===== config.mk =====
export PLATFORM = sky130hd
export DESIGN_NAME = pid_loop_scheduler
export DESIGN_NICKNAME = d
export VERILOG_FILES = /design/src/rtl/pid_sched_pkg.sv /design/src/rtl/pid_sample_timer.sv /design/src/rtl/pid_loop_scheduler.sv
export SDC_FILE = /design/constraint.sdc
export NUM_CORES = 1
export LEC_CHECK = 0
export CELL_PAD_IN_SITES_DETAIL_PLACEMENT = 1
export CELL_PAD_IN_SITES_GLOBAL_PLACEMENT = 2
export CORE_MARGIN = 10
export CORE_UTILIZATION = 34
export DETAILED_ROUTE_END_ITERATION = 12
export GPL_ROUTABILITY_DRIVEN = 0
export HOLD_SLACK_MARGIN = 0.08
export PLACE_DENSITY_LB_ADDON = 0.1
export SETUP_SLACK_MARGIN = 0.4
export SLEW_MARGIN = 20
export SYNTH_ARGS = -nofsm -noshare
export SYNTH_HDL_FRONTEND = slang
export SYNTH_HIERARCHICAL = 1
export SYNTH_SLANG_ARGS = --single-unit

===== constraint.sdc =====
create_clock -name clk -period 6.5 [get_ports clk]
set_input_delay 0.65 -clock clk [delete_from_list [all_inputs] [get_ports clk]]
set_output_delay 0.65 -clock clk [all_outputs]
set_load 0.03 [all_outputs]

===== src/rtl/pid_sched_pkg.sv =====
// pid_sched_pkg: shared types and defaults for the PID loop scheduler.
package pid_sched_pkg;
    localparam int NUM_CH_DEF = 4;
    localparam int W_DEF      = 16;
    typedef enum logic [1:0] {S_IDLE, S_ISSUE, S_WAIT} state_e;
    typedef enum logic [1:0] {SEL_KP = 2'd0, SEL_KI = 2'd1, SEL_KD = 2'd2, SEL_NONE = 2'd3} cfg_sel_e;
endpackage


===== src/rtl/pid_sample_timer.sv =====
// pid_sample_timer: sample tick generator, one tick every sample_period+1 cycles.
module pid_sample_timer (
    input  logic        clk,
    input  logic        rst_n,
    input  logic [15:0] sample_period,
    output logic        tick
);
    logic [15:0] cnt_q, cnt_d;
    // >= so that shrinking the period below the current count wraps at once
    assign tick = cnt_q >= sample_period;
    always_comb cnt_d = tick ? 16'd0 : cnt_q + 16'd1;
    always_ff @(posedge clk or negedge rst_n)
        if (!rst_n) cnt_q <= '0;
        else        cnt_q <= cnt_d;
endmodule


===== src/rtl/pid_loop_scheduler.sv =====
// pid_loop_scheduler: time-multiplexes NUM_CH PID loops onto one shared PID datapath,
// sweeping the enabled channels lowest-index first on every sample tick.
module pid_loop_scheduler
    import pid_sched_pkg::*;
#(
    parameter int NUM_CH = NUM_CH_DEF,
    parameter int W      = W_DEF,
    parameter int TMO    = 255
) (
    input  logic                clk,
    input  logic                rst_n,
    input  logic [15:0]         sample_period,
    input  logic [NUM_CH-1:0]   ch_enable,
    input  logic [NUM_CH*W-1:0] setpoint,
    input  logic [NUM_CH*W-1:0] feedback,
    input  logic                cfg_we,
    input  logic [1:0]          cfg_ch,
    input  logic [1:0]          cfg_sel,
    input  logic [W-1:0]        cfg_data,
    input  logic                clear_status,
    output logic                pid_req_valid,
    input  logic                pid_req_ready,
    output logic [1:0]          pid_req_ch,
    output logic [W-1:0]        pid_error,
    output logic [W-1:0]        pid_prev_error,
    output logic [W-1:0]        pid_kp,
    output logic [W-1:0]        pid_ki,
    output logic [W-1:0]        pid_kd,
    input  logic                pid_rsp_valid,
    input  logic [W-1:0]        pid_rsp_data,
    output logic [NUM_CH*W-1:0] ctrl_out,
    output logic [NUM_CH-1:0]   ctrl_update,
    output logic                busy,
    output logic                overrun,
    output logic                timeout
);
    localparam int TW = $clog2(TMO + 1);
    typedef logic [W-1:0] word_t;

    state_e            state_q, state_d;
    logic [NUM_CH-1:0] pend_q, pend_d, upd_q, upd_d, nxt_pend;
    logic [1:0]        ch_q, ch_d, nxt;
    logic [TW-1:0]     wcnt_q, wcnt_d;
    logic              valid_q, valid_d, overrun_q, overrun_d, timeout_q, timeout_d;
    logic              tick, load;
    word_t             err_q, err_d, perr_q, perr_d, kp_q, kp_d, ki_q, ki_d, kd_q, kd_d;
    word_t             gkp_q [NUM_CH], gkp_d [NUM_CH], gki_q [NUM_CH], gki_d [NUM_CH];
    word_t             gkd_q [NUM_CH], gkd_d [NUM_CH], prev_q [NUM_CH], prev_d [NUM_CH];
    word_t             ctrl_q [NUM_CH], ctrl_d [NUM_CH];

    pid_sample_timer u_timer (
        .clk           (clk),
        .rst_n         (rst_n),
        .sample_period (sample_period),
        .tick          (tick)
    );

    always_comb begin
        state_d   = state_q;
        ch_d      = ch_q;
        valid_d   = valid_q;
        wcnt_d    = wcnt_q;
        err_d     = err_q;
        perr_d    = perr_q;
        kp_d      = kp_q;
        ki_d      = ki_q;
        kd_d      = kd_q;
        upd_d     = '0;
        gkp_d     = gkp_q;
        gki_d     = gki_q;
        gkd_d     = gkd_q;
        prev_d    = prev_q;
        ctrl_d    = ctrl_q;
        overrun_d = (overrun_q & ~clear_status) | (tick & (state_q != S_IDLE));
        timeout_d = timeout_q & ~clear_status;
        nxt_pend  = pend_q;
        load      = 1'b0;
        nxt       = '0;
        if (cfg_we && 32'(cfg_ch) < NUM_CH) begin
            gkp_d[cfg_ch] = cfg_sel == SEL_KP ? cfg_data : gkp_q[cfg_ch];
            gki_d[cfg_ch] = cfg_sel == SEL_KI ? cfg_data : gki_q[cfg_ch];
            gkd_d[cfg_ch] = cfg_sel == SEL_KD ? cfg_data : gkd_q[cfg_ch];
        end
        case (state_q)
            S_IDLE: if (tick && |ch_enable) begin
                nxt_pend = ch_enable;
                load     = 1'b1;
            end
            S_ISSUE: if (pid_req_ready) begin
                state_d = S_WAIT;
                valid_d = 1'b0;
                wcnt_d  = '0;
            end
            S_WAIT: if (pid_rsp_valid || wcnt_q == TW'(TMO - 1)) begin
                if (pid_rsp_valid) begin
                    ctrl_d[ch_q] = pid_rsp_data;
                    prev_d[ch_q] = err_q;
                    upd_d[ch_q]  = 1'b1;
                end else begin
                    timeout_d = 1'b1;
                end
                nxt_pend = pend_q & ~(NUM_CH'(1) << ch_q);
                load     = |nxt_pend;
                state_d  = S_IDLE;
            end else begin
                wcnt_d = wcnt_q + TW'(1);
            end
            default: state_d = S_IDLE;
        endcase
        for (int i = NUM_CH - 1; i >= 0; i--) if (nxt_pend[i]) nxt = 2'(i);
        // payload is captured once on entry to ISSUE and held until accepted
        if (load) begin
            state_d = S_ISSUE;
            valid_d = 1'b1;
            ch_d    = nxt;
            err_d   = setpoint[nxt*W +: W] - feedback[nxt*W +: W];
            perr_d  = prev_q[nxt];
            kp_d    = gkp_q[nxt];
            ki_d    = gki_q[nxt];
            kd_d    = gkd_q[nxt];
        end
        pend_d = nxt_pend;
    end

    always_ff @(posedge clk or negedge rst_n) begin
        if (!rst_n) begin
            state_q   <= S_IDLE;
            pend_q    <= '0;
            upd_q     <= '0;
            ch_q      <= '0;
            wcnt_q    <= '0;
            valid_q   <= 1'b0;
            overrun_q <= 1'b0;
            timeout_q <= 1'b0;
            err_q     <= '0;
            perr_q    <= '0;
            kp_q      <= '0;
            ki_q      <= '0;
            kd_q      <= '0;
            gkp_q     <= '{default: '0};
            gki_q     <= '{default: '0};
            gkd_q     <= '{default: '0};
            prev_q    <= '{default: '0};
            ctrl_q    <= '{default: '0};
        end else begin
            state_q   <= state_d;
            pend_q    <= pend_d;
            upd_q     <= upd_d;
            ch_q      <= ch_d;
            wcnt_q    <= wcnt_d;
            valid_q   <= valid_d;
            overrun_q <= overrun_d;
            timeout_q <= timeout_d;
            err_q     <= err_d;
            perr_q    <= perr_d;
            kp_q      <= kp_d;
            ki_q      <= ki_d;
            kd_q      <= kd_d;
            gkp_q     <= gkp_d;
            gki_q     <= gki_d;
            gkd_q     <= gkd_d;
            prev_q    <= prev_d;
            ctrl_q    <= ctrl_d;
        end
    end

    assign pid_req_valid  = valid_q;
    assign pid_req_ch     = ch_q;
    assign pid_error      = err_q;
    assign pid_prev_error = perr_q;
    assign pid_kp         = kp_q;
    assign pid_ki         = ki_q;
    assign pid_kd         = kd_q;
    assign ctrl_update    = upd_q;
    assign busy           = state_q != S_IDLE;
    assign overrun        = overrun_q;
    assign timeout        = timeout_q;
    for (genvar g = 0; g < NUM_CH; g++) begin : g_out
        assign ctrl_out[g*W +: W] = ctrl_q[g];
    end
endmodule


# [Word level (Yosys, flattened, before mapping)]
# Cells that the tools add are included.
[totals] reg_bits=439 in_bits=190
[op_classes] n_bitwise=10 n_eq_ne=10 reduce_logical=17 shift=3 addsub=3 mux=62 n_lt_le_gt_ge=8
[ops] op="64-bit bitwise mux" n=5
[ops] op="16-bit two-way mux" n=20
[ops] op="16-bit binary-select mux with 2-bit select" n=7
[ops] op="64-bit by 7-bit variable part select with 16-bit output" n=2
[ops] op="16-bit demux with 2-bit select" n=2
[ops] op="4-bit two-way mux" n=5
[ops] op="16-bit by 1-bit adder with 16-bit output, second input constant" n=1
[ops] op="16-bit greater-or-equal comparator" n=1
[ops] op="8-bit two-way mux" n=2
[ops] op="8-bit case mux with 2 select lines" n=1
[ops] op="16-bit subtractor" n=1
[ops] op="2-bit two-way mux" n=7
[ops] op="3-bit greater-or-equal comparator, second input constant" n=3
[ops] op="1-bit two-way mux" n=9
[ops] op="2-bit NOT with 3-bit output" n=3
[ops] op="3-bit AND reduction" n=3
[ops] op="8-bit by 1-bit adder with 8-bit output, second input constant" n=1
[ops] op="8-bit equality test, second input constant" n=1
[ops] op="4-bit case mux with 2 select lines" n=1
[ops] op="2-bit nonzero test" n=4
[ops] op="4-bit OR reduction" n=2
[ops] op="3-bit by 1-bit less-than comparator with 1-bit output, second input constant" n=2
[ops] op="2-bit != test, second input constant" n=3
[ops] op="3-bit != test, second input constant" n=2
[ops] op="17 further kinds" n=25

# [Longest topological paths before layout]
# Gate-level depths: netlist of the first run.
[logic_depth] word_depth=13 ltp_mapped=29 ltp_nobuf=26

# [Modules after synthesis]
# Netlist of the first run, hierarchy kept.
[modules_own_cells] module="pid_loop_scheduler" instances=1 cells_per_inst=2229 area_per_inst_um2=20752.4
[modules_own_cells] module="pid_sample_timer" instances=1 cells_per_inst=127 area_per_inst_um2=1127.3

# [Worst setup path before layout of the first run]
# OpenSTA, ideal clock, no wires.
[synth_path] kind="input to register" from="input port sample_period[1]" to="register err_q[14] (netlist: pid_error[14])" setup_slack_ns=0.377 path_stages=29 required_time_ns=6.364 arrival_ns=5.987 setup_time_ns=0.136 path_cell_list="inv_1 > ha_1 > nor2b_1 > o211a_1 > o311ai_1 > nand3_2 > buf_6 > mux2_2 > o21ai_0 > o211ai_1 > nor2_1 > nor3_4 > buf_2 > nor2_2 > buf_2 > a22oi_1 > o22ai_1 > ha_1 > inv_1 > fa_1 > a21o_1 > a21oi_1 > o21bai_1 > a2111oi_0 > o41a_1 > o21ai_0 > a31oi_1 > xor2_1 > o21ai_0"
[synth_via] word_cells_on_any_way=13 cone_classes="1 x add/sub; 1 x order compare; 2 x shift; 8 x mux; 1 x reduce/logical"
[synth_rtl] element="from (decl)" line_no="pid_loop_scheduler.sv:12" text="input logic [15:0] sample_period,"
[synth_rtl] element="16-bit greater-or-equal comparator *" line_no="pid_sample_timer.sv:10" text="assign tick = cnt_q >= sample_period;"
[synth_rtl] element="via tick" line_no="pid_loop_scheduler.sv:45" text="logic tick, load;"
[synth_rtl] element="1-bit logical AND *" line_no="pid_loop_scheduler.sv:85" text="S_IDLE: if (tick && |ch_enable) begin"
[synth_rtl] element="4-bit two-way mux *" line_no="pid_loop_scheduler.sv:85"
[synth_rtl] element="4-bit case mux with 2 select lines *" line_no="pid_loop_scheduler.sv:84" text="case (state_q)"
[synth_rtl] element="via nxt_pend[2]" line_no="pid_loop_scheduler.sv:41" text="logic [NUM_CH-1:0] pend_q, pend_d, upd_q, upd_d, nxt_pend;"
[synth_rtl] element="2-bit two-way mux * (3 in series)" line_no="pid_loop_scheduler.sv:110" text="for (int i = NUM_CH - 1; i >= 0; i--) if (nxt_pend[i]) nxt = 2'(i);"
[synth_rtl] element="64-bit by 7-bit variable part select with 16-bit output" line_no="pid_loop_scheduler.sv:116" text="err_d = setpoint[nxt*W +: W] - feedback[nxt*W +: W];"
[synth_rtl] element="16-bit subtractor *" line_no="pid_loop_scheduler.sv:116"
[synth_rtl] element="to (signal assigned)" line_no="pid_loop_scheduler.sv:154" text="err_q <= err_d;"
[synth_rtl] element="to (decl)" line_no="pid_loop_scheduler.sv:46" text="word_t err_q, err_d, perr_q, perr_d, kp_q, kp_d, ki_q, ki_d, kd_q, kd_d;"
# Mark *: on every way through the listed nets, which the timed path passes. The rest lies on a longest branch.
# A chain may end at the register's enable or synchronous reset.

# [Worst setup path in the final report of the first run]
[layout_path] from="input port sample_period[14]" to="register err_q[12] (netlist: pid_error[12])"
[layout_via] elab_chain_len=10 word_cells_on_any_way=13 cone_classes="1 x add/sub; 1 x order compare; 2 x shift; 8 x mux; 1 x reduce/logical"
[layout_rtl] element="16-bit greater-or-equal comparator *" line_no="pid_sample_timer.sv:10"
[layout_rtl] element="via tick" line_no="pid_loop_scheduler.sv:45"
[layout_rtl] element="1-bit logical AND *" line_no="pid_loop_scheduler.sv:85"
[layout_rtl] element="4-bit two-way mux" line_no="pid_loop_scheduler.sv:85"
[layout_rtl] element="4-bit case mux with 2 select lines" line_no="pid_loop_scheduler.sv:84"
[layout_rtl] element="2-bit two-way mux (4 in series)" line_no="pid_loop_scheduler.sv:110"
[layout_rtl] element="64-bit by 7-bit variable part select with 16-bit output" line_no="pid_loop_scheduler.sv:116"
[layout_rtl] element="16-bit subtractor" line_no="pid_loop_scheduler.sv:116"
# Marks and branches as above.

==> results of run 1 <==
-- state kept, by name (all words and copies together), names as in the netlist, 2 cells and up --
register        count
ctrl_update         4
pid_kd             16
u_timer/cnt_q      16
gkp_q              64
pid_prev_error     16
state_q             2
gkd_q              64
gki_q              64
pid_req_ch          2
pid_kp             16
pid_error          16
prev_q             64
wcnt_q              8
ctrl_out           64
pid_ki             16
pend_q              4
-- worst min path at each step --
stage	start	end	slack [ps]	cells after the start
global route	ctrl_out[11]	ctrl_out[11]	490	2
CTS	prev_q[3]	prev_q[3]	480	2
finish	ctrl_out[11]	ctrl_out[11]	470	2
global placement	prev_q[63]	prev_q[63]	460	2
detailed placement	prev_q[3]	prev_q[3]	460	2
floorplan	rst_n	ctrl_out[0]	350	0
-- cell families (layout without fill, tap and decap cells) --
| family | Yosys count | in the layout |
|---|---|---|
| multiplexers | 179 | 179 |
| AO/OA/AOI/OAI | 557 | 557 |
| other | 0 | 3 |
| XOR/XNOR | 30 | 30 |
| adder cells (fa/ha/maj) | 35 | 35 |
| buffers and inverters | 194 | 536 |
| flip-flops | 439 | 439 |
| AND/OR/NAND/NOR | 922 | 922 |
-- power by group --
group / internal [mW] / switching (mW) / total (mW)
registers: 3.38 / 0.562 / 3.94
logic: 1.69 / 2.45 / 4.15
clock network: 1.72 / 1.21 / 2.93
total: 6.79 / 4.22 / 11.0
-- metal layers --
layer | up-vias | track usage
met5 | - | 0
met4 | 2 | 0.0694
met3 | 121 | 0.0309
met2 | 279 | 0.374
met1 | 9604 | 0.263
li1 | 8659 | -
-- critical path, delay by kind of cell --
family,cells,cell delay (ps)
AO/OA/AOI/OAI,11,1650
XOR/XNOR,1,160
adder cells (fa/ha/maj),3,930
buffers and inverters,6,1050
multiplexers,2,330
AND/OR/NAND/NOR,6,1520
-- final cells by class --
| class | instances | area, µm² | area share |
|---|---|---|---|
| inverters | 31 | 116 | 0.00415 |
| clock buffers | 85 | 1640 | 0.0584 |
| flip-flops and latches | 439 | 11000 | 0.392 |
| well taps | 846 | 1060 | 0.0377 |
| clock inverters | 12 | 73.8 | 0.00263 |
| diodes | 3 | 7.51 | 0.000268 |
| repair buffers | 408 | 4000 | 0.142 |
| multi-input cells | 1723 | 10200 | 0.363 |
-- through the flow --
stage	worst slack, ps	hold WS [ps]	instances
floorplan	462	354	2356
global placement	-141	459	3444
detailed placement	-246	464	3444
CTS	408	479	3542
global route	326	494	3547
finish	644	474	3547
-- cell usage in the layout, fill, tap and decap left out, types with 33 or more instances in the layout --
cell             synthesis  layout
dfrtp_1                439     439
nand2_1                657     657
nor2_1                 163     161
mux4_2                  48      48
mux2i_1                 65      64
o21ai_1                 33      36
a21oi_1                164     163
o21ai_0                242     239
ha_1                    34      33
clkbuf_16                0      55
mux2_2                  66      66
clkdlybuf4s50_1          0     340
buf_4                    3      57
-- repair_timing --
item | in CTS | in global routing
gates resized for setup | 1 | 13
setup endpoints to repair | 1 | 6
setup buffers | 0 | 2
hold endpoints to repair | 72 | 0
pin swaps | 1 | 8
hold buffers | 1 | 0
==> flow_metrics.py, run 1 <==
metrics = {
    "timing": {
        "setup_viol": 0,
        "fin_crit_sh": 0.901,
        "finalSetupTns_ps": 0,
        "fin_skew_ps": 16.6,
        "min_period_ps": 5860,
        "max_freq_mhz": 171,
        "slew-limit-headroom": 0.373,
        "slew_violations": 0,
        "finalHoldViolations": 0,
        "rsz0062_at_grt": "true",
        "tightest_slew_ps": 941,
    },
    "synth": {
        "ys_ff_latch": 439,
        "yosys_warnings": 6,
        "synth_edf_count": 0,
        "synth_compound_area_frac": 0.144,
        "synthMuxAreaShare": 0.113,
        "yosys.area_share.adder": 0.0204,
        "synth_top_area_frac": 0.502,
        "synth_area_um2": 21900,
        "ys_seq_area_frac": 0.502,
        "synth_cell_types": 65,
        "netlist_instances": 2356,
        "yosys.area_share.simple": 0.170,
        "yosysMostFrequentCell": "nand2_1",
        "yosys-top-cells-area": "dfrtp_1 50%, nand2_1 11%, o21ai_0 5.5%",
        "syn-num-nets": 2581,
        "ys.flop_type": "dfrtp_1",
        "syn_avg_cell_area_um2": 9.29,
        "synth_top_cell_by_area": "dfrtp_1",
        "async_flop_share": 1.00,
        "synth_top_family_by_area": "simple AND/OR/NAND/NOR gates",
        "ys_top_cells_by_count": "657 x nand2_1, 439 x dfrtp_1, 242 x o21ai_0, 164 x a21oi_1, 163 x nor2_1",
        "synth_xor_area_frac": 0.0126,
    },
    "worst_setup_path": {
        "endpoint": "pid_error[12]",
        "r2r_start": "u_timer/cnt_q[11]",
        "reg2reg_depth": 27,
        "crit_slowest_cell": "clkdlybuf4s50_1",
        "start_kind": "primary input",
        "worstPathMaxFanout": 8,
        "cpMostUsedCell": "o21ai_0",
        "timing.rr.end": "pid_error[12]",
        "slowest_delay_ps": 450,
        "worstPathRequired_ps": 6940,
        "crit_arrival_ps": 6300,
        "endpoint_kind": "flop",
        "rrSetupSlack_ps": 730,
        "crit_type": "primary input to flop",
        "startpoint": "sample_period[14]",
    },
    "floorplanning": {
        "dieWidth_um": 274,
        "start_util": 0.345,
        "core_um2": 63400,
        "die_y_um": 274,
        "ios": 344,
        "rows": 92,
        "dieArea_um2": 74900,
    },
    "pwr": {
        "p_per_area_nw_per_um2": 393,
        "power.leakage_nw": 12.8,
        "p_total_mw": 11.0,
        "max-vdd-ir-drop_uv": 281,
    },
    "finish": {
        "fin_util": 0.442,
        "stdcell_area_um2": 28100,
        "num-nets-final": 2881,
        "drive_gt1_frac": 0.109,
        "area_growth_pct": 28.2,
        "fillers": 7154,
    },
    "drt": {
        "vias": 18700,
        "drc": 0,
        "finalWirelength_um": 81400,
        "drt-met1-wl_um": 34300,
        "wl_per_cell_um": 22.9,
        "dr.pass1.iters": 4,
        "dr_wl_met2_um": 41700,
        "dr_wl_met3_um": 2820,
        "vias_per_cell": 5.26,
        "top_layer_used": "met5",
        "final_antenna_net_count": 0,
        "drt_iter0_drc": 1024,
    },
    "global_routing": {
        "grt_pass1_vias": 20000,
        "grt-ovfl-total": 0,
        "antenna_found_initial": 4,
        "grt_usage": 0.213,
        "grt_pass1_wl_um": 124000,
        "grt_max_degree": 171,
    },
    "clocking": {
        "cts_root_buffer": "clkbuf_16",
        "cts_sinks": 439,
        "cts_max_level": 2,
        "clock_path_buffers": 3,
        "clk-insertion-delay-late_ps": 590,
        "cts_tree": "built",
        "clkTransAtPathRegs_ps": 60,
        "cts_buffers": 53,
    },
    "place": {
        "dpl.hpwl_um": 55200,
        "io_buffer_count": 343,
        "placed_cell_area_um2": 26300,
    },
    "run_status": {
        "status": "completed",
    },
    "hold_path": {
        "hold_path_class": "flop to flop",
    },
    "flow_run": {
        "cap_viol_max_count": 0,
    },
}
Power figures use the tool's default switching activity.
==> run 2: changes to the inputs <==
--- a/config.mk
+++ b/config.mk
@@ -9,6 +9,7 @@
 export CELL_PAD_IN_SITES_GLOBAL_PLACEMENT = 2
 export CORE_MARGIN = 10
 export CORE_UTILIZATION = 34
+export CTS_CLUSTER_SIZE = 25
 export DETAILED_ROUTE_END_ITERATION = 12
 export GPL_ROUTABILITY_DRIVEN = 0
 export HOLD_SLACK_MARGIN = 0.08
==> run 2 against run 1 <==
Net effect: routed wire length hardly changed; global-route usage hardly changed; clock-buffer cell count is 2 lower; critical path depth stayed put; non-clock buffer count stayed put; combinational power hardly changed; clock skew hardly changed; critical endpoint unchanged; flip-flop and latch count stayed put; cell count hardly changed; clock power is 2% lower; register-to-register slack hardly changed.
==> flow_metrics.py, run 2 (synthesis results as in run 1) <==
metrics = {
    "clocking": {
        "cts_max_level": 2,
        "clock_path_buffers": 3,
        "cts_sinks": 439,
        "clkTransAtPathRegs_ps": 60,
        "cts_buffers": 52,
        "cts_root_buffer": "clkbuf_16",
        "clk-insertion-delay-late_ps": 600,
        "cts_tree": "built",
    },
    "timing": {
        "fin_crit_sh": 0.900,
        "min_period_ps": 5850,
        "slew-limit-headroom": 0.367,
        "setup_viol": 0,
        "finalSetupTns_ps": 0,
        "tightest_slew_ps": 950,
        "rsz0062_at_grt": "true",
        "slew_violations": 0,
        "finalHoldViolations": 0,
        "max_freq_mhz": 171,
        "holdWs_ps": 474,
        "fin_skew_ps": 17.1,
    },
    "worst_setup_path": {
        "crit_arrival_ps": 6290,
        "crit_slowest_cell": "clkdlybuf4s50_1",
        "endpoint_kind": "flop",
        "slowest_delay_ps": 450,
        "worstPathMaxFanout": 8,
        "cpMostUsedCell": "o21ai_0",
        "start_kind": "primary input",
        "worstPathRequired_ps": 6940,
        "path_buf_inv": 6,
        "crit_type": "primary input to flop",
        "cp_top_family": "compound AO/OA/AOI/OAI gates",
    },
    "flow_run": {
        "cap_viol_max_count": 0,
    },
    "finish": {
        "area_growth_pct": 28.0,
        "final_common_cell": "nand2_1",
        "drive_gt1_frac": 0.109,
        "stdcell_area_um2": 28000,
        "mostFrequentLayoutCells": "657 x nand2_1, 439 x dfrtp_1, 340 x clkdlybuf4s50_1",
        "num-nets-final": 2880,
        "fillers": 7162,
    },
    "drt": {
        "finalWirelength_um": 81300,
        "wl_per_cell_um": 22.9,
        "drc": 0,
        "vias": 18700,
        "final_antenna_net_count": 0,
        "dr.pass1.iters": 4,
        "vias_per_cell": 5.27,
        "drt_iter0_drc": 1021,
    },
    "floorplanning": {
        "dieArea_um2": 74900,
        "die_y_um": 274,
        "rows": 92,
        "ios": 344,
        "start_util": 0.345,
        "dieWidth_um": 274,
        "core_um2": 63400,
    },
    "hold_path": {
        "hold_path_class": "flop to flop",
    },
    "global_routing": {
        "grt_max_degree": 171,
        "grt_pass1_wl_um": 124000,
        "grt-ovfl-total": 0,
        "grt_pass1_vias": 20000,
        "antenna_found_initial": 4,
        "grt_usage": 0.213,
    },
    "run_status": {
        "status": "completed",
    },
    "pwr": {
        "power.leakage_nw": 12.7,
        "p_total_mw": 11.0,
        "max-vdd-ir-drop_uv": 280,
        "p_per_area_nw_per_um2": 391,
    },
    "place": {
        "dpl.hpwl_um": 55200,
        "placed_cell_area_um2": 26300,
        "io_buffer_count": 343,
    },
}
run 2: cell count changes in the layout (fill, tap and decap cells not counted):
| cell | change |
|---|---|
| clkbuf_1 | -1 |
| clkbuf_16 | -2 |
| clkbuf_8 | +1 |
| clkinv_2 | -1 |
| inv_6 | +1 |
| inv_8 | -1 |
run 2: layer usage:
layer	part of all wire	vias up	global-route usage
li1	-	8662	-
met1	0.42	9615	0.263
met2	0.51	296	0.374
met3	0.035	119	0.0314
met4	0.030	2	0.0702
met5	0.00021	-	0
run 2: cell type report:
class                      count  area [µm²]  area share
timing repair buffer         408        4000       0.143
inverter                      31         116     0.00415
clock buffer                  83        1600      0.0571
sequential                   439       11000       0.392
antenna                        3        7.51    0.000268
multi-input combinational   1723       10200       0.363
clock inverter                11        66.3     0.00237
tap                          846        1060      0.0378
run 2: path summary, 6_finish.rpt:
path                              startpoint                end  slack [ps]  cells after the start
min in group asynchronous              rst_n  u_timer/cnt_q[12]         650                      2
hold / removal                  ctrl_out[11]       ctrl_out[11]         470                      2
max in group asynchronous              rst_n          gkp_q[36]        4410                      3
setup / recovery           sample_period[14]      pid_error[12]         650                     29
setup reg to reg           u_timer/cnt_q[11]      pid_error[12]         740                     27
hold reg to reg                 ctrl_out[11]       ctrl_out[11]         470                      2
run 2: worst reg2reg max path: stages, from the launching register on:
cell	delay [ps]
dfrtp_1	440
ha_1	330
nand2_1	90
nor3_2	250
o311ai_2	150
nand3_2	130
or3b_4	390
or2_1	260
mux2i_2	250
a31oi_4	80
nor3_4	400
buf_6	200
mux2i_1	80
o22ai_1	140
ha_2	210
inv_1	60
fa_1	400
a21o_1	210
a21oi_2	170
o21bai_1	110
a2111oi_2	380
buf_4	170
o41a_1	160
buf_4	130
o21ai_0	70
o21ai_0	110
xor2_1	160
o21ai_0	80
run 2: through the flow:
stage / setup slack, ps / cells / util
floorplan: 462 / 2356 / -
global placement: -141 / 3444 / 0.414
detailed placement: -246 / 3444 / 0.414
CTS: 410 / 3539 / 0.440
global route: 332 / 3544 / 0.442
finish: 650 / 3544 / 0.442
run 2: timing repair:
item	CTS	global route
pin swaps	1	8
gates cloned	0	0
endpoints found under the setup margin	1	6
setup buffers	0	2
resized for setup	1	13
hold endpoints to repair	72	0
hold buffers	1	0
run 2: where the power goes:
part	switching, mW	total (mW)	internal [mW]
Combinational	2.45	4.15	1.69
Sequential	0.562	3.94	3.38
Clock	1.19	2.87	1.68
